### config.mk
export PLATFORM = sky130hd
export DESIGN_NAME = lcd_ctrl_flat
export DESIGN_NICKNAME = d
export VERILOG_FILES = /design/src/rtl/lcd_pkg.sv /design/src/rtl/lcd_ctrl_if.sv /design/src/rtl/lcd_init_rom.sv /design/src/rtl/lcd_ctrl.sv /design/src/flat_wrapper.sv
export SDC_FILE = /design/constraint.sdc
export NUM_CORES = 1
export LEC_CHECK = 0
export ABC_AREA = 0
export CAP_MARGIN = 0
export CORE_UTILIZATION = 30
export DETAILED_ROUTE_END_ITERATION = 10
export GPL_TIMING_DRIVEN = 0
export PLACE_DENSITY = 0.52
export SLEW_MARGIN = 10
export SYNTH_ARGS = -nofsm -noshare
export SYNTH_HDL_FRONTEND = slang
export SYNTH_SLANG_ARGS = --single-unit
### constraint.sdc
create_clock -name i_clk -period 2.4 [get_ports i_clk]
set_clock_uncertainty 0.05 [all_clocks]
set_input_delay 0.36 -clock i_clk [delete_from_list [all_inputs] [get_ports i_clk]]
set_output_delay 0.36 -clock i_clk [all_outputs]
set_load 0.005 [all_outputs]
### src/rtl/lcd_pkg.sv
// rtl/lcd_pkg.sv - shared types, command bytes and helpers for the LCD write controller
package lcd_pkg;

  typedef enum logic [2:0] {
    IDLE      = 3'd0,
    SETUP     = 3'd1,
    PULSE     = 3'd2,
    HOLD      = 3'd3,
    EXEC      = 3'd4,
    INIT_WAIT = 3'd5
  } lcd_state_e;

  localparam logic [7:0] CMD_CLEAR     = 8'h01;
  localparam logic [7:0] CMD_FUNC_8B2L = 8'h38;
  localparam logic [7:0] CMD_DISP_ON   = 8'h0C;
  localparam logic [7:0] CMD_ENTRY_INC = 8'h06;

  localparam int INIT_LEN = 6;

  function automatic int max_of(input int a, input int b);
    return (a > b) ? a : b;
  endfunction

  // Clear (0x01) and return-home (0x02/0x03) need the long execution wait.
  function automatic logic is_long_cmd(input logic rs, input logic [7:0] data);
    return !rs && (data[7:2] == 6'd0) && (data != 8'd0);
  endfunction

endpackage

### src/rtl/lcd_ctrl_if.sv
// rtl/lcd_ctrl_if.sv - byte write handshake between the LSU side and the LCD controller
interface lcd_ctrl_if;

  logic       wr_vld;
  logic       wr_rs;
  logic [7:0] wr_data;
  logic       wr_rdy;
  logic       busy;

  modport master (
    output wr_vld, wr_rs, wr_data,
    input  wr_rdy, busy
  );

  modport slave (
    input  wr_vld, wr_rs, wr_data,
    output wr_rdy, busy
  );

endinterface

### src/rtl/lcd_init_rom.sv
// rtl/lcd_init_rom.sv - power-on command table for the LCD controller
module lcd_init_rom
  import lcd_pkg::*;
(
  input  logic [2:0] index,
  output logic [7:0] cmd
);

  always_comb begin
    cmd = CMD_FUNC_8B2L;
    case (index)
      3'd0, 3'd1, 3'd2: cmd = CMD_FUNC_8B2L;
      3'd3:             cmd = CMD_DISP_ON;
      3'd4:             cmd = CMD_CLEAR;
      3'd5:             cmd = CMD_ENTRY_INC;
      default:          cmd = CMD_FUNC_8B2L;
    endcase
  end

endmodule

### src/rtl/lcd_ctrl.sv
// rtl/lcd_ctrl.sv - HD44780 8-bit write sequencer with busy status
// Optional power-on init sequence enabled by defining LCD_INIT_EN.
module lcd_ctrl
  import lcd_pkg::*;
#(
  parameter int T_SETUP_CYC = 2,
  parameter int T_EN_CYC    = 12,
  parameter int T_HOLD_CYC  = 2,
  parameter int T_EXEC_CYC  = 1850,
  parameter int T_CLR_CYC   = 76000
) (
  input  logic        i_clk,
  input  logic        i_rst,
  lcd_ctrl_if.slave   wr,
  output logic        o_lcd_on,
  output logic        o_lcd_en,
  output logic        o_lcd_rs,
  output logic        o_lcd_rw,
  output logic [7:0]  o_lcd_data
);

  localparam int T_MAX = max_of(max_of(max_of(T_SETUP_CYC, T_EN_CYC),
                                       max_of(T_HOLD_CYC, T_EXEC_CYC)), T_CLR_CYC);
  localparam int CW = $clog2(T_MAX) + 1;

  typedef logic [CW-1:0] cnt_t;

  localparam cnt_t LD_SETUP = cnt_t'(T_SETUP_CYC - 1);
  localparam cnt_t LD_EN    = cnt_t'(T_EN_CYC - 1);
  localparam cnt_t LD_HOLD  = cnt_t'(T_HOLD_CYC - 1);
  localparam cnt_t LD_EXEC  = cnt_t'(T_EXEC_CYC - 1);
  localparam cnt_t LD_CLR   = cnt_t'(T_CLR_CYC - 1);

  lcd_state_e state, state_n;
  cnt_t       cnt, cnt_n;
  logic       en_q, en_n;
  logic       rs_q, rs_n;
  logic [7:0] data_q, data_n;
  logic       rdy_q, rdy_n;
  logic       cnt_done;

`ifdef LCD_INIT_EN
  logic [2:0] init_idx, init_idx_n;
  logic       init_pend, init_pend_n;
  logic [7:0] rom_cmd;

  lcd_init_rom u_init_rom (
    .index (init_idx),
    .cmd   (rom_cmd)
  );
`endif

  assign cnt_done = (cnt == '0);

  always_comb begin
    state_n = state;
    cnt_n   = cnt;
    en_n    = 1'b0;
    rs_n    = rs_q;
    data_n  = data_q;
    rdy_n   = rdy_q;
`ifdef LCD_INIT_EN
    init_idx_n  = init_idx;
    init_pend_n = init_pend;
`endif

    case (state)
      IDLE: begin
`ifdef LCD_INIT_EN
        if (init_pend) begin
          state_n = INIT_WAIT;
          cnt_n   = LD_CLR;
        end else
`endif
        if (wr.wr_vld && rdy_q) begin
          state_n = SETUP;
          cnt_n   = LD_SETUP;
          rs_n    = wr.wr_rs;
          data_n  = wr.wr_data;
          rdy_n   = 1'b0;
        end
      end

      SETUP: begin
        if (cnt_done) begin
          state_n = PULSE;
          cnt_n   = LD_EN;
          en_n    = 1'b1;
        end else begin
          cnt_n = cnt - cnt_t'(1);
        end
      end

      PULSE: begin
        if (cnt_done) begin
          state_n = HOLD;
          cnt_n   = LD_HOLD;
        end else begin
          en_n  = 1'b1;
          cnt_n = cnt - cnt_t'(1);
        end
      end

      HOLD: begin
        if (cnt_done) begin
          state_n = EXEC;
          cnt_n   = is_long_cmd(rs_q, data_q) ? LD_CLR : LD_EXEC;
        end else begin
          cnt_n = cnt - cnt_t'(1);
        end
      end

      EXEC: begin
        if (cnt_done) begin
`ifdef LCD_INIT_EN
          // Init commands chain straight into the next SETUP with no idle cycle.
          if (init_pend && (init_idx != 3'(INIT_LEN))) begin
            state_n    = SETUP;
            cnt_n      = LD_SETUP;
            rs_n       = 1'b0;
            data_n     = rom_cmd;
            init_idx_n = init_idx + 3'd1;
          end else begin
            init_pend_n = 1'b0;
            state_n     = IDLE;
            rdy_n       = 1'b1;
          end
`else
          state_n = IDLE;
          rdy_n   = 1'b1;
`endif
        end else begin
          cnt_n = cnt - cnt_t'(1);
        end
      end

`ifdef LCD_INIT_EN
      INIT_WAIT: begin
        if (cnt_done) begin
          state_n    = SETUP;
          cnt_n      = LD_SETUP;
          rs_n       = 1'b0;
          data_n     = rom_cmd;
          init_idx_n = init_idx + 3'd1;
        end else begin
          cnt_n = cnt - cnt_t'(1);
        end
      end
`endif

      default: begin
        state_n = IDLE;
        cnt_n   = '0;
      end
    endcase
  end

  always_ff @(posedge i_clk) begin
    if (i_rst) begin
      state  <= IDLE;
      cnt    <= '0;
      en_q   <= 1'b0;
      rs_q   <= 1'b0;
      data_q <= 8'd0;
`ifdef LCD_INIT_EN
      rdy_q     <= 1'b0;
      init_idx  <= 3'd0;
      init_pend <= 1'b1;
`else
      rdy_q  <= 1'b1;
`endif
    end else begin
      state  <= state_n;
      cnt    <= cnt_n;
      en_q   <= en_n;
      rs_q   <= rs_n;
      data_q <= data_n;
      rdy_q  <= rdy_n;
`ifdef LCD_INIT_EN
      init_idx  <= init_idx_n;
      init_pend <= init_pend_n;
`endif
    end
  end

  assign wr.wr_rdy  = rdy_q;
  assign wr.busy    = ~rdy_q;
  assign o_lcd_on   = 1'b1;
  assign o_lcd_rw   = 1'b0;
  assign o_lcd_en   = en_q;
  assign o_lcd_rs   = rs_q;
  assign o_lcd_data = data_q;

endmodule

### src/flat_wrapper.sv
// flat-port wrapper written by rule: the top's interface ports become plain ports
module lcd_ctrl_flat import lcd_pkg::*;
#(
  parameter int T_SETUP_CYC = 2,
  parameter int T_EN_CYC    = 12,
  parameter int T_HOLD_CYC  = 2,
  parameter int T_EXEC_CYC  = 1850,
  parameter int T_CLR_CYC   = 76000
)
  (i_clk, i_rst, o_lcd_on, o_lcd_en, o_lcd_rs, o_lcd_rw, o_lcd_data, wr_wr_vld, wr_wr_rs, wr_wr_data, wr_wr_rdy, wr_busy);
  lcd_ctrl_if wr_i ();
  input  logic i_clk;
  input  logic i_rst;
  output logic o_lcd_on;
  output logic o_lcd_en;
  output logic o_lcd_rs;
  output logic o_lcd_rw;
  output logic [7:0] o_lcd_data;
  input wire logic [$bits(wr_i.wr_vld)-1:0] wr_wr_vld;
  input wire logic [$bits(wr_i.wr_rs)-1:0] wr_wr_rs;
  input wire logic [$bits(wr_i.wr_data)-1:0] wr_wr_data;
  output wire logic [$bits(wr_i.wr_rdy)-1:0] wr_wr_rdy;
  output wire logic [$bits(wr_i.busy)-1:0] wr_busy;
  assign wr_i.wr_vld = wr_wr_vld;
  assign wr_i.wr_rs = wr_wr_rs;
  assign wr_i.wr_data = wr_wr_data;
  assign wr_wr_rdy = wr_i.wr_rdy;
  assign wr_busy = wr_i.busy;
  lcd_ctrl #(.T_SETUP_CYC(T_SETUP_CYC), .T_EN_CYC(T_EN_CYC), .T_HOLD_CYC(T_HOLD_CYC), .T_EXEC_CYC(T_EXEC_CYC), .T_CLR_CYC(T_CLR_CYC)) u_core (.i_clk(i_clk), .i_rst(i_rst), .wr(wr_i), .o_lcd_on(o_lcd_on), .o_lcd_en(o_lcd_en), .o_lcd_rs(o_lcd_rs), .o_lcd_rw(o_lcd_rw), .o_lcd_data(o_lcd_data));
endmodule
==> results.py, run 1 <==
metrics = {
    "outcome": {
        "outcome": "finished clean",
    },
    "sta": {
        "post-route-min-period_ns": 2.30,
        "finalHoldViolations": 0,
        "setup_viol": 0,
        "slew_violations": 0,
        "post-route-period-util_pct": 95.7,
        "tightest_slew_ns": 0.752,
        "fmax_mhz": 435,
        "relSlewSlack_pct": 49.4,
        "hold_slack_ns": 0.427,
    },
    "finish": {
        "fillerInstances": 656,
        "postLayoutCellArea_um2": 2480,
        "antenna_cells": 0,
        "areaGrowthSynthToFinish_pct": 25.2,
        "regArea_um2": 641,
        "final_cell_mix": "nand2_1, dfxtp_1, a21oi_1",
        "multi_input_area_um2": 1260,
        "nets": 307,
        "final_common_cell": "nand2_1",
        "layout-drive-gt1-share_pct": 12.6,
    },
    "synthesis": {
        "synth_cell_types": 50,
        "synth_top_family_by_area": "simple AND/OR/NAND/NOR gates",
        "synth-compound-area-share_pct": 28.3,
        "ys_ff_latch": 32,
        "syn-num-nets": 275,
        "synth_mux_area_share_pct": 0,
        "syn_inst": 261,
        "synth_top_area_share_pct": 32.3,
        "synthAdderAreaFrac_pct": 1.26,
        "synth_seq_area_share_pct": 32.3,
        "synth_area_um2": 1980,
        "postSynthAreaPerCell_um2": 7.59,
        "synth_warnings": 0,
        "synth_ff_type": "dfxtp_1",
        "synthSimpleGateAreaFrac_pct": 28.8,
        "synth_xor_area_share_pct": 2.65,
        "async_flop_share_pct": 0,
        "synth_area_leaders": "dfxtp_1, nand2_1, a21oi_1",
        "yosysTopAreaCell": "dfxtp_1",
        "synth-edff-count": 0,
    },
    "power_and_ir_drop": {
        "powerDensity_nw_per_um2": 1600,
        "p_sw_mw": 2.07,
        "vdd_drop_max_uv": 586,
        "pwr-share-seq_pct": 22.0,
        "swShare_pct": 52.1,
        "clockPowerShare_pct": 13.5,
        "leakagePower_nw": 0.880,
        "internal_power_mw": 1.90,
        "combinationalPowerShare_pct": 64.5,
    },
    "grt": {
        "grt_pass1_vias": 2033,
        "overflow": 0,
        "grt_max_degree": 12,
        "grt_pass1_wl_um": 10400,
        "antenna_found_initial": 0,
        "track_usage_pct": 18.6,
    },
    "cts": {
        "clkTransAtPathRegs_ns": 0.08,
        "clockBufferDepth": 2,
        "clock-sinks": 32,
        "cts-root-buf": "clkbuf_8",
        "cts_max_level": 2,
        "insertion_delay_ns": 0.30,
        "numCtsBuffers": 5,
        "ctsHoldBuffers": 0,
        "cts_tree": "yes",
    },
    "placed_design": {
        "place_congestion": 0.866,
        "port_buffers": 23,
        "dpl-instance-area_um2": 2310,
        "hpwl_um": 4480,
    },
    "critical_path": {
        "arrival_ns": 2.40,
        "worstPathCellList": "buf_6 > nor4_4 > and3_1 > clkbuf_1 > clkbuf_4 > nand2_1 > a31oi_1 > a221oi_1",
        "required_ns": 2.50,
        "cp.buffers_inverters": 3,
        "worst_setup_path_end_kind": "flip-flop",
        "critical_path.top_delay_family": "simple AND/OR/NAND/NOR gates",
        "crit_path_start_kind": "flip-flop",
        "slowest_delay_ns": 0.39,
        "worstPathMaxFanout": 10,
        "cpMaxStageDelayCell": "nor4_4",
        "path_class": "flip-flop to flip-flop",
    },
    "drt": {
        "routed_wl_um": 6310,
        "first_pass_iters": 4,
        "ant_nets": 0,
        "viasPerCell": 5.82,
        "route.detailed.drc": 0,
        "initialDrtViolationCount": 157,
        "via_count": 2160,
        "wl_per_cell_um": 17.0,
    },
    "flow_run": {
        "max-cap-violations": 0,
    },
    "floorplan": {
        "dieHeight_um": 83.3,
        "row_count": 29,
        "initial_core_util_pct": 31.2,
        "die-area_um2": 6930,
        "die_x_um": 83.3,
        "coreArea_um2": 6350,
        "num_io_pins": 26,
    },
    "hold_path": {
        "hold_path.class": "flip-flop to flip-flop",
    },
}
==> state kept, by name, indices dropped and copies added, names as in the netlist <==
signal	count
u_core.cnt	18
u_core.o_lcd_data	8
u_core.o_lcd_en	1
u_core.o_lcd_rs	1
u_core.state	3
u_core.wr.wr_rdy	1
==> cell usage after synthesis (2+ instances only) <==
cell / number
a211oi_1: 4
a21oi_1: 25
a221oi_1: 4
a22oi_1: 3
a31oi_1: 6
a32oi_1: 2
and3_1: 2
buf_2: 3
buf_4: 2
clkbuf_1: 12
clkinv_1: 2
conb_1: 2
dfxtp_1: 32
ha_1: 2
inv_1: 7
nand2_1: 35
nand3_1: 14
nand4_1: 2
nor2_1: 12
nor3_1: 12
nor4_1: 9
nor4b_1: 2
o211ai_1: 6
o21ai_0: 6
o21ai_1: 4
o221ai_1: 3
o22ai_1: 2
o311a_1: 2
o31ai_1: 7
or2_2: 3
or3_1: 5
or4_1: 7
xor2_1: 5
==> worst min-delay path, cell delays in order, from the launching register on <==
cell	delay [ns]
dfxtp_1	0.33
nand2_1	0.05
a21oi_1	0.05
==> path summary, 6_finish.rpt <==
path                                           start              endpoint  slack, ns  cells after the start
worst min-delay path            u_core.o_lcd_data[4]  u_core.o_lcd_data[4]       0.43                      2
worst max-delay path                   u_core.cnt[4]        u_core.cnt[10]       0.10                      8
worst max register to register         u_core.cnt[4]        u_core.cnt[10]       0.10                      8
worst min register to register  u_core.o_lcd_data[4]  u_core.o_lcd_data[4]       0.43                      2
==> stage by stage <==
stage / util, % / std cells / TNS [ns] / setup WS (ns) / total power [mW]
3_3_place_gp: 36.3 / 361 / -0.292 / -0.117 / 3.25
2_1_floorplan: - / 261 / 0 / 0.338 / 2.55
5_1_grt: 39.1 / 371 / -0.0881 / -0.0280 / 4.28
6_report: 39.1 / 371 / 0 / 0.104 / 3.98
4_1_cts: 38.4 / 371 / 0 / 0.0334 / 3.84
3_5_place_dp: 36.3 / 361 / -0.422 / -0.120 / 3.23
==> power groups by stage <==
stage / logic (mW) / clock network, mW / registers, mW
6_report: 2.57 / 0.536 / 0.876
5_1_grt: 2.81 / 0.568 / 0.900
4_1_cts: 2.44 / 0.544 / 0.866
3_5_place_dp: 2.36 / 0 / 0.876
3_3_place_gp: 2.37 / 0 / 0.877
2_1_floorplan: 1.71 / 0 / 0.841
==> per-layer routing <==
metal / up-vias / track usage, % / wire [µm]
li1: 1047 / - / -
met3: 11 / 3.68 / 456
met2: 82 / 29.1 / 2830
met5: - / 0 / 0
met4: 0 / 7.05 / 104
met1: 1020 / 25.1 / 2920
==> logic make-up after synthesis <==
kind of cell,Yosys count
fa+ha+maj,2
simple gates,109
flops,32
buf+inv,28
other cells,2
compound gates,82
xor+xnor,6
==> area by class of cell <==
type,count,area share (%)
Tap cell,77,3.88
Clock inverter,3,1.72
Timing Repair Buffer,25,9.89
Clock buffer,5,2.77
Multi-Input combinational cell,201,50.7
Sequential cell,32,25.8
Buffer,18,3.73
Inverter,10,1.51
==> timing repair <==
action	4_1_cts	5_1_grt
hold endpoints to repair	0	0
resized for setup	3	12
endpoints found under the setup margin	10	17
pin swaps	1	1
setup buffers	2	0
(Power assumes the default switching activity.)
==> inputs of run 2 (changes only) <==
--- a/config.mk
+++ b/config.mk
@@ -9,6 +9,7 @@
 export CAP_MARGIN = 0
 export CORE_UTILIZATION = 30
 export DETAILED_ROUTE_END_ITERATION = 10
+export GPL_ROUTABILITY_DRIVEN = 1
 export GPL_TIMING_DRIVEN = 0
 export PLACE_DENSITY = 0.52
 export SLEW_MARGIN = 10
==> results of run 2 <==
Same layout as run 1: the final DEF is identical, and so are final timing and power.
==> inputs of run 3 (changes only) <==
--- a/config.mk
+++ b/config.mk
@@ -7,11 +7,11 @@
 export LEC_CHECK = 0
 export ABC_AREA = 0
 export CAP_MARGIN = 0
-export CORE_UTILIZATION = 30
+export CORE_UTILIZATION = 43
 export DETAILED_ROUTE_END_ITERATION = 10
 export GPL_ROUTABILITY_DRIVEN = 1
 export GPL_TIMING_DRIVEN = 0
-export PLACE_DENSITY = 0.52
+export PLACE_DENSITY = 0.68
 export SLEW_MARGIN = 10
 export SYNTH_ARGS = -nofsm -noshare
 export SYNTH_HDL_FRONTEND = slang
==> run 3 against run 2 <==
Against the previous run:
- sequential power grew 1%
- via count grew 1.4%
- final cell count shrank 5.9%
- register-to-register slack got worse by 0.05 ns
- non-clock buffer count is 3 higher
- total power increased by 3.1%
- critical path type unchanged
- critical endpoint is now u_core.cnt[16]
- largest power group unchanged
==> results.py, run 3 (synthesized netlist as in run 1, its figures left out) <==
metrics = {
    "finish": {
        "antenna_cells": 0,
        "postLayoutCellArea_um2": 2490,
        "final_common_cell": "nand2_1",
        "nets": 310,
        "largest_reg_flops": 18,
        "final_cell_mix": "nand2_1, dfxtp_1, a21oi_1",
        "fillerInstances": 416,
        "utilization_pct": 56.7,
        "areaGrowthSynthToFinish_pct": 25.5,
        "regMostFlops": "u_core.cnt",
        "layout-drive-gt1-share_pct": 13.5,
    },
    "outcome": {
        "outcome": "finished clean",
    },
    "sta": {
        "rsz0062_at_grt": "yes",
        "relSlewSlack_pct": 49.6,
        "post-route-period-util_pct": 97.6,
        "hold_slack_ns": 0.418,
        "setup_viol": 0,
        "post-route-min-period_ns": 2.34,
        "tightest_slew_ns": 0.750,
        "finalHoldViolations": 0,
        "slew_violations": 0,
        "fmax_mhz": 427,
    },
    "critical_path": {
        "critical_path.top_delay_family": "compound AO/OA/AOI/OAI gates",
        "worst_setup_path_end_kind": "flip-flop",
        "worstPathCellList": "clkbuf_1 > inv_2 > nor3_1 > o311a_1 > o221ai_1 > a41oi_1",
        "rr_startpoint": "u_core.state[2]",
        "cp-startpoint": "u_core.state[2]",
        "arrival_ns": 2.50,
        "path_class": "flip-flop to flip-flop",
        "cp.buffers_inverters": 2,
        "worstPathMaxFanout": 10,
        "slowest_delay_ns": 0.59,
        "cpMaxStageDelayCell": "nor3_1",
        "crit_path_start_kind": "flip-flop",
        "required_ns": 2.56,
    },
    "drt": {
        "wl_per_cell_um": 17.1,
        "routed_wl_um": 5980,
        "via_count": 2190,
        "ant_nets": 0,
        "route.detailed.drc": 0,
        "viasPerCell": 6.28,
        "initialDrtViolationCount": 219,
        "first_pass_iters": 5,
    },
    "power_and_ir_drop": {
        "combinationalPowerShare_pct": 65.4,
        "clockPowerShare_pct": 13.0,
        "vdd_drop_max_uv": 588,
        "swShare_pct": 51.3,
        "total_power_mw": 4.10,
        "leakagePower_nw": 0.904,
        "powerDensity_nw_per_um2": 1650,
        "pwr-share-seq_pct": 21.6,
        "internal_power_mw": 2.00,
        "p_sw_mw": 2.10,
    },
    "placed_design": {
        "port_buffers": 23,
        "place_congestion": 0.922,
        "hpwl_um": 4180,
        "dpl-instance-area_um2": 2280,
    },
    "cts": {
        "clkTransAtPathRegs_ns": 0.07,
        "cts_max_level": 2,
        "clockBufferDepth": 2,
        "ctsHoldBuffers": 0,
        "cts_tree": "yes",
        "cts-root-buf": "clkbuf_8",
        "clock-sinks": 32,
        "insertion_delay_ns": 0.30,
        "numCtsBuffers": 5,
    },
    "grt": {
        "grt_pass1_vias": 2062,
        "grt_pass1_wl_um": 10100,
        "track_usage_pct": 25.8,
        "grt_max_degree": 12,
        "overflow": 0,
        "antenna_found_initial": 0,
    },
    "floorplan": {
        "num_io_pins": 26,
        "dieHeight_um": 69.9,
        "initial_core_util_pct": 45.2,
        "coreArea_um2": 4380,
        "row_count": 24,
        "die_x_um": 69.9,
        "die-area_um2": 4880,
    },
    "hold_path": {
        "hold_start": "u_core.o_lcd_data[1]",
        "hold_path.class": "flip-flop to flip-flop",
    },
    "flow_run": {
        "max-cap-violations": 0,
    },
}
==> run 3: cell types whose count changed in the layout (fill, tap and decap cells not counted) <==
cell	delta
a21oi_2	+1
a21oi_1	-1
buf_4	+3
nor4_4	+2
a221oi_1	+1
nor4_2	-2
a221oi_2	-1
==> run 3: power groups by stage <==
stage | Sequential [mW] | Combinational [mW] | Clock [mW]
global route | 0.911 | 2.95 | 0.558
detailed placement | 0.875 | 2.32 | 0
finish | 0.888 | 2.68 | 0.532
CTS | 0.868 | 2.39 | 0.535
floorplan | 0.841 | 1.71 | 0
global placement | 0.874 | 2.31 | 0
==> run 3: final timing paths <==
kind | end | slack (ns) | depth (start not counted)
setup / recovery | u_core.cnt[16] | 0.06 | 6
hold / removal | u_core.o_lcd_data[1] | 0.42 | 2
setup reg to reg | u_core.cnt[16] | 0.06 | 6
hold reg to reg | u_core.o_lcd_data[1] | 0.42 | 2
==> run 3: what timing repair did <==
action | in CTS | in global routing
pin swaps | 0 | 1
gates resized for setup | 5 | 12
buffers inserted | 0 | 5
setup endpoints to repair | 5 | 21
endpoints found under the hold margin | 0 | 0
==> run 3: per-stage QoR <==
step | TNS [ns] | std cells | worst slack, ns
6_report | 0 | 349 | 0.0580
5_1_grt | -0.0477 | 349 | -0.0355
4_1_cts | 0 | 344 | 0.0116
3_5_place_dp | -0.127 | 336 | -0.0581
3_3_place_gp | -0.111 | 336 | -0.0721
2_1_floorplan | 0 | 261 | 0.338
==> run 3: worst register-to-register path, cell delays in order, from the launching register on <==
cell and delay [ns]:
dfxtp_1 0.37, clkbuf_1 0.43, inv_2 0.16, nor3_1 0.59
o311a_1 0.28, o221ai_1 0.12, a41oi_1 0.24
==> run 3: per-layer routing <==
metal,wire length (µm),global-route usage (%),part of all wire (%),vias to the layer above
li1,-,-,-,1059
met1,2750,34.9,46,1026
met2,2700,39.5,45,88
met3,375,5.05,6.3,17
met4,153,11.8,2.6,0
met5,0,0,0,-
==> run 3: cell type report <==
type / instances / area [µm²] / share of cell area (%)
Tap cell: 52 / 65.1 / 2.62
Timing Repair Buffer: 28 / 268 / 10.8
Sequential cell: 32 / 641 / 25.8
Multi-Input combinational cell: 201 / 1270 / 51.1
Buffer: 18 / 92.6 / 3.72
Clock inverter: 3 / 42.5 / 1.71
Clock buffer: 5 / 68.8 / 2.77
Inverter: 10 / 37.5 / 1.51
==> RTL change 1: new RTL, settings of run 2 <==
Encoding of `lcd_state_e`: now one-hot (6 bits for 6 states).
--- a/src/rtl/lcd_pkg.sv
+++ b/src/rtl/lcd_pkg.sv
@@ -2,11 +2,11 @@
 package lcd_pkg;
 
-  typedef enum logic [2:0] {
-    IDLE      = 3'd0,
-    SETUP     = 3'd1,
-    PULSE     = 3'd2,
-    HOLD      = 3'd3,
-    EXEC      = 3'd4,
-    INIT_WAIT = 3'd5
+  typedef enum logic [5:0] {
+    IDLE      = 6'b000001,
+    SETUP     = 6'b000010,
+    PULSE     = 6'b000100,
+    HOLD      = 6'b001000,
+    EXEC      = 6'b010000,
+    INIT_WAIT = 6'b100000
   } lcd_state_e;
 
Formal check against the unedited RTL: same outputs for any inputs over 10 cycles, from zero or initial values and one cycle with i_rst high; not proved beyond that.
==> RTL change 1 against run 2 <==
Worst hold slack is essentially flat; synthesized area decreased by 0.19%; critical path type unchanged; sequential cell count grew 2; worst setup slack better by 0.084 ns; highest routed layer unchanged; first-iteration DRC count fell by 1.3%; sequential share of layout area increased by 1.9 points; wire length down 11%; count of clock-buffer cells in the layout up 2; cell area down 0.91%.
Power is not compared: it rests on default switching activity, and its combinational part moved more than twofold at a synthesized area within 25%.
==> RTL change 1: results (changes against run 2) <==
[yosys]
netlist_instances = 253  ; was 261
synth_cell_types = 57  ; was 50
synth_area_leaders = dfxtp_1, nand2_1, a21oi_1  ; unchanged
yosysWarnings = 0  ; unchanged
synthFlopType = dfxtp_1  ; unchanged
synthArstFlopShare = 0  ; unchanged
netlist_top_cells_count = nand2_1, dfxtp_1, nor2_1  ; was nand2_1, dfxtp_1, a21oi_1
synth_seq_area_share = 0.344  ; was 0.323
synth_fp_nets = 267  ; was 275
synth_most_common_cell = nand2_1  ; unchanged

[place]
place_congestion = 0.821  ; was 0.866
port-buffer-count = 23  ; unchanged
hpwl_mm = 4.07  ; was 4.48 mm
dp_cells = 353  ; was 361
place_area_um2 = 2300  ; was 2310 um2

[route]
dr.pass1.iters = 4  ; unchanged
routed-via-count = 2002  ; was 2,160
first_iter_violations = 155  ; was 157
detail_route.wirelength_mm = 5.61  ; was 6.31 mm

[layout]
num_antenna_cells = 0  ; unchanged
largest_register_ffs = 18  ; unchanged
final_layout_size_suffix_gt1_frac = 0.128  ; was 0.126
regMostFlops = u_core.cnt  ; unchanged
fin_nets = 303  ; was 307
stdcell_count = 367  ; was 371

[setup_path]
worst_path_max_delay_cell = o31ai_2  ; was nor4_4
critical-path-max-stage-delay_ns = 0.40
critPathMaxFanout = 10  ; unchanged
cp_data_arrival_time_ns = 2.31  ; was 2.40 ns

[cts]
cts-root-buf = clkbuf_8  ; unchanged
path_clk_slew_ns = 0.08  ; about the same
cts_buffers = 5  ; unchanged
htree_levels = 2  ; unchanged
clk_latency_ns = 0.29
cts_buffer_depth = 2  ; unchanged

[pwr]
power.leakage_uw = 0.000901
p_sw_frac = 0.345
ir_worst_vdd_mv = 0.308

[global_routing]
antenna_found_initial = 0  ; unchanged
grt_usage = 0.169  ; was 0.186
grt_pass1_vias = 1830  ; was 2,033
grt_pass1_wl_mm = 9.40  ; was 10.4 mm
grt_start_max_net_pins = 11  ; was 12

[outcome]
status = finished clean  ; unchanged

[timing]
tightest_slew_ns = 0.598  ; was 0.752 ns

[worst_hold_path]
hp-class = reg -> reg  ; unchanged

[RTL change 1: final timing paths]
check | start | end | slack [ns] | cells after the start
worst max register to register | u_core.state[3]$_SDFFE_PP0P_ | u_core.cnt[11]$_SDFFE_PP0P_ | 0.19 | 8
worst min register to register | u_core.o_lcd_data[5]$_SDFFE_PP0P_ | u_core.o_lcd_data[5]$_SDFFE_PP0P_ | 0.43 | 2
worst max-delay path | u_core.state[3]$_SDFFE_PP0P_ | u_core.cnt[11]$_SDFFE_PP0P_ | 0.19 | 8
worst min-delay path | u_core.o_lcd_data[5]$_SDFFE_PP0P_ | u_core.o_lcd_data[5]$_SDFFE_PP0P_ | 0.43 | 2
[RTL change 1: area by class of cell]
| type | instances | area (um2) |
|---|---|---|
| inverter | 6 | 22.5 |
| timing repair buffer | 29 | 275 |
| clock buffer | 7 | 86.3 |
| sequential | 34 | 681 |
| tap | 77 | 96.3 |
| multi-input combinational | 195 | 1190 |
| fill | 650 | 3890 |
| buffer | 18 | 104 |
| clock inverter | 1 | 5.00 |
[RTL change 1: metrics by stage]
stage	hold WS, ns	setup slack (ns)
6_report	0.427	0.188
5_1_grt	0.454	0.000372
2_1_floorplan	0.389	0.399
3_5_place_dp	0.416	-0.0105
4_1_cts	0.431	0.0458
3_3_place_gp	0.409	-0.0339
[RTL change 1: routing by layer]
metal	track usage	share of wire	vias up	wire length, um
li1	-	-	1003	-
met5	0	0	-	0
met3	0.0408	0.041	6	232
met2	0.267	0.45	47	2530
met1	0.230	0.50	946	2790
met4	0.0486	0.011	0	61
[RTL change 1: repair_timing]
item	4_1_cts	5_1_grt
hold endpoints to repair	0	0
endpoints found under the setup margin	4	13
gates cloned	0	0
resized for setup	1	4
buffers inserted	0	6
pin swaps	0	2
[RTL change 1: logic make-up after synthesis]
family                   synth area share
AO/OA/AOI/OAI                       0.241
XOR/XNOR                           0.0133
adder cells (fa/ha/maj)            0.0127
buffers and inverters              0.0639
flip-flops                          0.344
multiplexers                       0.0101
other                             0.00380
AND/OR/NAND/NOR                     0.311
[RTL change 1: critical path: cells and delay by family, from the launching register on]
kind            cells  cell delay [ns]
simple gates        3             0.55
compound gates      3             0.65
flops               1             0.32
buf+inv             2             0.50
[RTL change 1: power groups by stage]
stage / clock network (uW) / logic [uW] / registers, uW
final: 453 / 512 / 619
after global routing: 493 / 562 / 623
after CTS: 468 / 486 / 620
after detailed placement: 0 / 481 / 632
after global placement: 0 / 483 / 632
after floorplan: 0 / 325 / 628
==> RTL change 2: new RTL, flow settings as in run 2 <==
Made on the original files. `T_EXEC_CYC` is set to 1850 in 2 places; all go to 3700.
--- a/src/rtl/lcd_ctrl.sv
+++ b/src/rtl/lcd_ctrl.sv
@@ -7,5 +7,5 @@
   parameter int T_EN_CYC    = 12,
   parameter int T_HOLD_CYC  = 2,
-  parameter int T_EXEC_CYC  = 1850,
+  parameter int T_EXEC_CYC  = 3700,
   parameter int T_CLR_CYC   = 76000
 ) (
--- a/src/flat_wrapper.sv
+++ b/src/flat_wrapper.sv
@@ -5,5 +5,5 @@
   parameter int T_EN_CYC    = 12,
   parameter int T_HOLD_CYC  = 2,
-  parameter int T_EXEC_CYC  = 1850,
+  parameter int T_EXEC_CYC  = 3700,
   parameter int T_CLR_CYC   = 76000
 )
Formal check against the unedited RTL: no difference found for any inputs over 10 cycles, from zero or initial values and one cycle with i_rst high; that may be too few to reach the edited logic, so the function may still have changed.
==> RTL change 2 against run 2 <==
The run now ends with negative setup slack left; sequential cell count is the same; synthesized area is 9.2% lower; worst hold slack hardly changed; wire length decreased by 18%; worst setup slack got worse by 0.26 ns; final cell count is 8.4% lower; cell area shrank 1.9%.
Power is not shown: default switching activity piles up to over one toggle a cycle in this logic, so the estimate is an artifact.
==> RTL change 2: results (changes against run 2) <==
[global_routing]
grt_pass1_wl_mm = 8.62  ; was 10.4 mm
grt_pass1_vias = 1729  ; was 2,033
grt_use_met2 = 0.291  ; about the same
antenna_found_initial = 0  ; unchanged
use_met3 = 0.0423  ; was 0.0368
grt_start_max_net_pins = 11  ; was 12
grt_usage = 0.180  ; was 0.186
use_met1 = 0.226  ; was 0.251

[place]
hpwl_mm = 3.56  ; was 4.48 mm
place_congestion = 0.798  ; was 0.866
port-buffer-count = 22  ; was 23
place_area_um2 = 2150  ; was 2310 um2

[yosys]
synth_area_leaders = dfxtp_1, nor2_1, mux2i_1  ; was dfxtp_1, nand2_1, a21oi_1
synthArstFlopShare = 0  ; unchanged
synth_seq_area_share = 0.356  ; was 0.323
synth_cell_types = 45  ; was 50
synth-compound-area-share = 0.232  ; was 0.283
synth_fp_nets = 240  ; was 275
synthMuxAreaShare = 0.0564  ; was 0
synth_xor_area_frac = 0.0390  ; was 0.0265
netlist_top_cells_count = nor2_1, dfxtp_1, nand2_1  ; was nand2_1, dfxtp_1, a21oi_1
yosysWarnings = 0  ; unchanged
synthAdderAreaFrac = 0.0139  ; was 0.0126

[cts]
htree_levels = 2  ; unchanged
cts-root-buf = clkbuf_8  ; unchanged
clk_latency_ns = 0.28  ; was 0.30 ns
path_clk_slew_ns = 0.07
cts_buffers = 5  ; unchanged

[layout]
final_layout_size_suffix_gt1_frac = 0.183  ; was 0.126
regMostFlops = u_core.cnt  ; unchanged
num_antenna_cells = 0  ; unchanged
largest_register_ffs = 18  ; unchanged
fillers = 570  ; was 656
fin_nets = 282  ; was 307

[worst_hold_path]
hold_depth = 2  ; unchanged
hp-class = reg -> reg  ; unchanged

[setup_path]
reg2reg_to = u_core.cnt[7]$_SDFFE_PP0P_  ; was u_core.cnt[10]$_SDFFE_PP0P_
critical-path-max-stage-delay_ns = 0.53  ; was 0.39 ns
end_kind = flip-flop  ; unchanged
worstRegToRegCells = 6  ; was 8
startpoint = u_core.cnt[11]$_SDFFE_PP0P_  ; was u_core.cnt[4]$_SDFFE_PP0P_
cp_data_arrival_time_ns = 2.73  ; was 2.40 ns
critPathMaxFanout = 4  ; was 10
worst_path_max_delay_cell = or4_4  ; was nor4_4

[outcome]
status = complete, but fails checks  ; was finished clean
violations = negative setup slack

[timing]
setup-violations-final = 8  ; was 0
fin_ws_ns = -0.153  ; was 0.104 ns
tightest_slew_ns = 0.944  ; was 0.752 ns

[route]
first_iter_violations = 156  ; was 157
detail_route.wirelength_mm = 5.15  ; was 6.31 mm
routed-via-count = 1825  ; was 2,160

-- RTL change 2: changes by cell type after synthesis, sizes merged, moves of 4 or more --
cell and change:
o31ai -5, o22ai +4, a21o +8, clkbuf -5
nand2 -19, a21oi -12, mux2i +9, nand3 -9
nor2 +23, o211ai -4, xnor2 +4, nor4 -5
-- RTL change 2: cells by family after synthesis --
logic type,after synthesis
AO/OA/AOI/OAI,61
XOR/XNOR,8
adder cells (fa/ha/maj),2
buffers and inverters,17
flip-flops,32
multiplexers,10
other,2
AND/OR/NAND/NOR,94
-- RTL change 2: critical path: cells and delay by family, from the launching register on --
family             cells  cell delay, ns
DFF                    1            0.32
and+or+nand+nor        4            1.87
AOI/OAI and AO/OA      2            0.27
-- RTL change 2: timing repair --
action | in CTS | in global routing
pin swaps | 13 | 4
setup endpoints to repair | 19 | 17
setup buffers | 12 | 2
gates resized for setup | 8 | 13
-- RTL change 2: cell type report --
cell class | instances | area [um2] | share of cell area
multi-input cells | 177 | 1200 | 0.494
repair buffers | 36 | 329 | 0.135
clock buffers | 7 | 96.3 | 0.0396
inverters | 7 | 26.3 | 0.0108
well taps | 72 | 90.1 | 0.0370
plain buffers | 9 | 45.0 | 0.0185
flip-flops and latches | 32 | 643 | 0.264
-- RTL change 2: layer usage --
metal	up-vias	part of all wire	wire length [um]
li1	909	-	-
met1	860	0.46	2350
met2	51	0.48	2460
met3	5	0.055	284
met4	0	0.011	55
met5	-	0	0
-- RTL change 2: metrics by stage --
step	cells	hold WS (ns)	worst slack [ns]	setup TNS, ns	utilization
global route	340	0.442	-0.192	-1.52	0.431
CTS	338	0.435	-0.222	-0.993	0.419
global placement	320	0.424	-0.409	-5.56	0.382
detailed placement	320	0.420	-0.374	-5.01	0.382
finish	340	0.427	-0.153	-0.576	0.431
floorplan	226	0.392	-0.131	-0.489	-
-- RTL change 2: worst min path at each step --
stage,from,endpoint,slack [ns]
floorplan,u_core.cnt[10]$_SDFFE_PP0P_,u_core.cnt[10]$_SDFFE_PP0P_,0.39
global placement,u_core.cnt[10]$_SDFFE_PP0P_,u_core.cnt[10]$_SDFFE_PP0P_,0.42
detailed placement,u_core.cnt[10]$_SDFFE_PP0P_,u_core.cnt[10]$_SDFFE_PP0P_,0.42
CTS,u_core.cnt[10]$_SDFFE_PP0P_,u_core.cnt[10]$_SDFFE_PP0P_,0.44
global route,u_core.cnt[11]$_SDFFE_PP0P_,u_core.cnt[11]$_SDFFE_PP0P_,0.44
finish,u_core.cnt[11]$_SDFFE_PP0P_,u_core.cnt[11]$_SDFFE_PP0P_,0.43
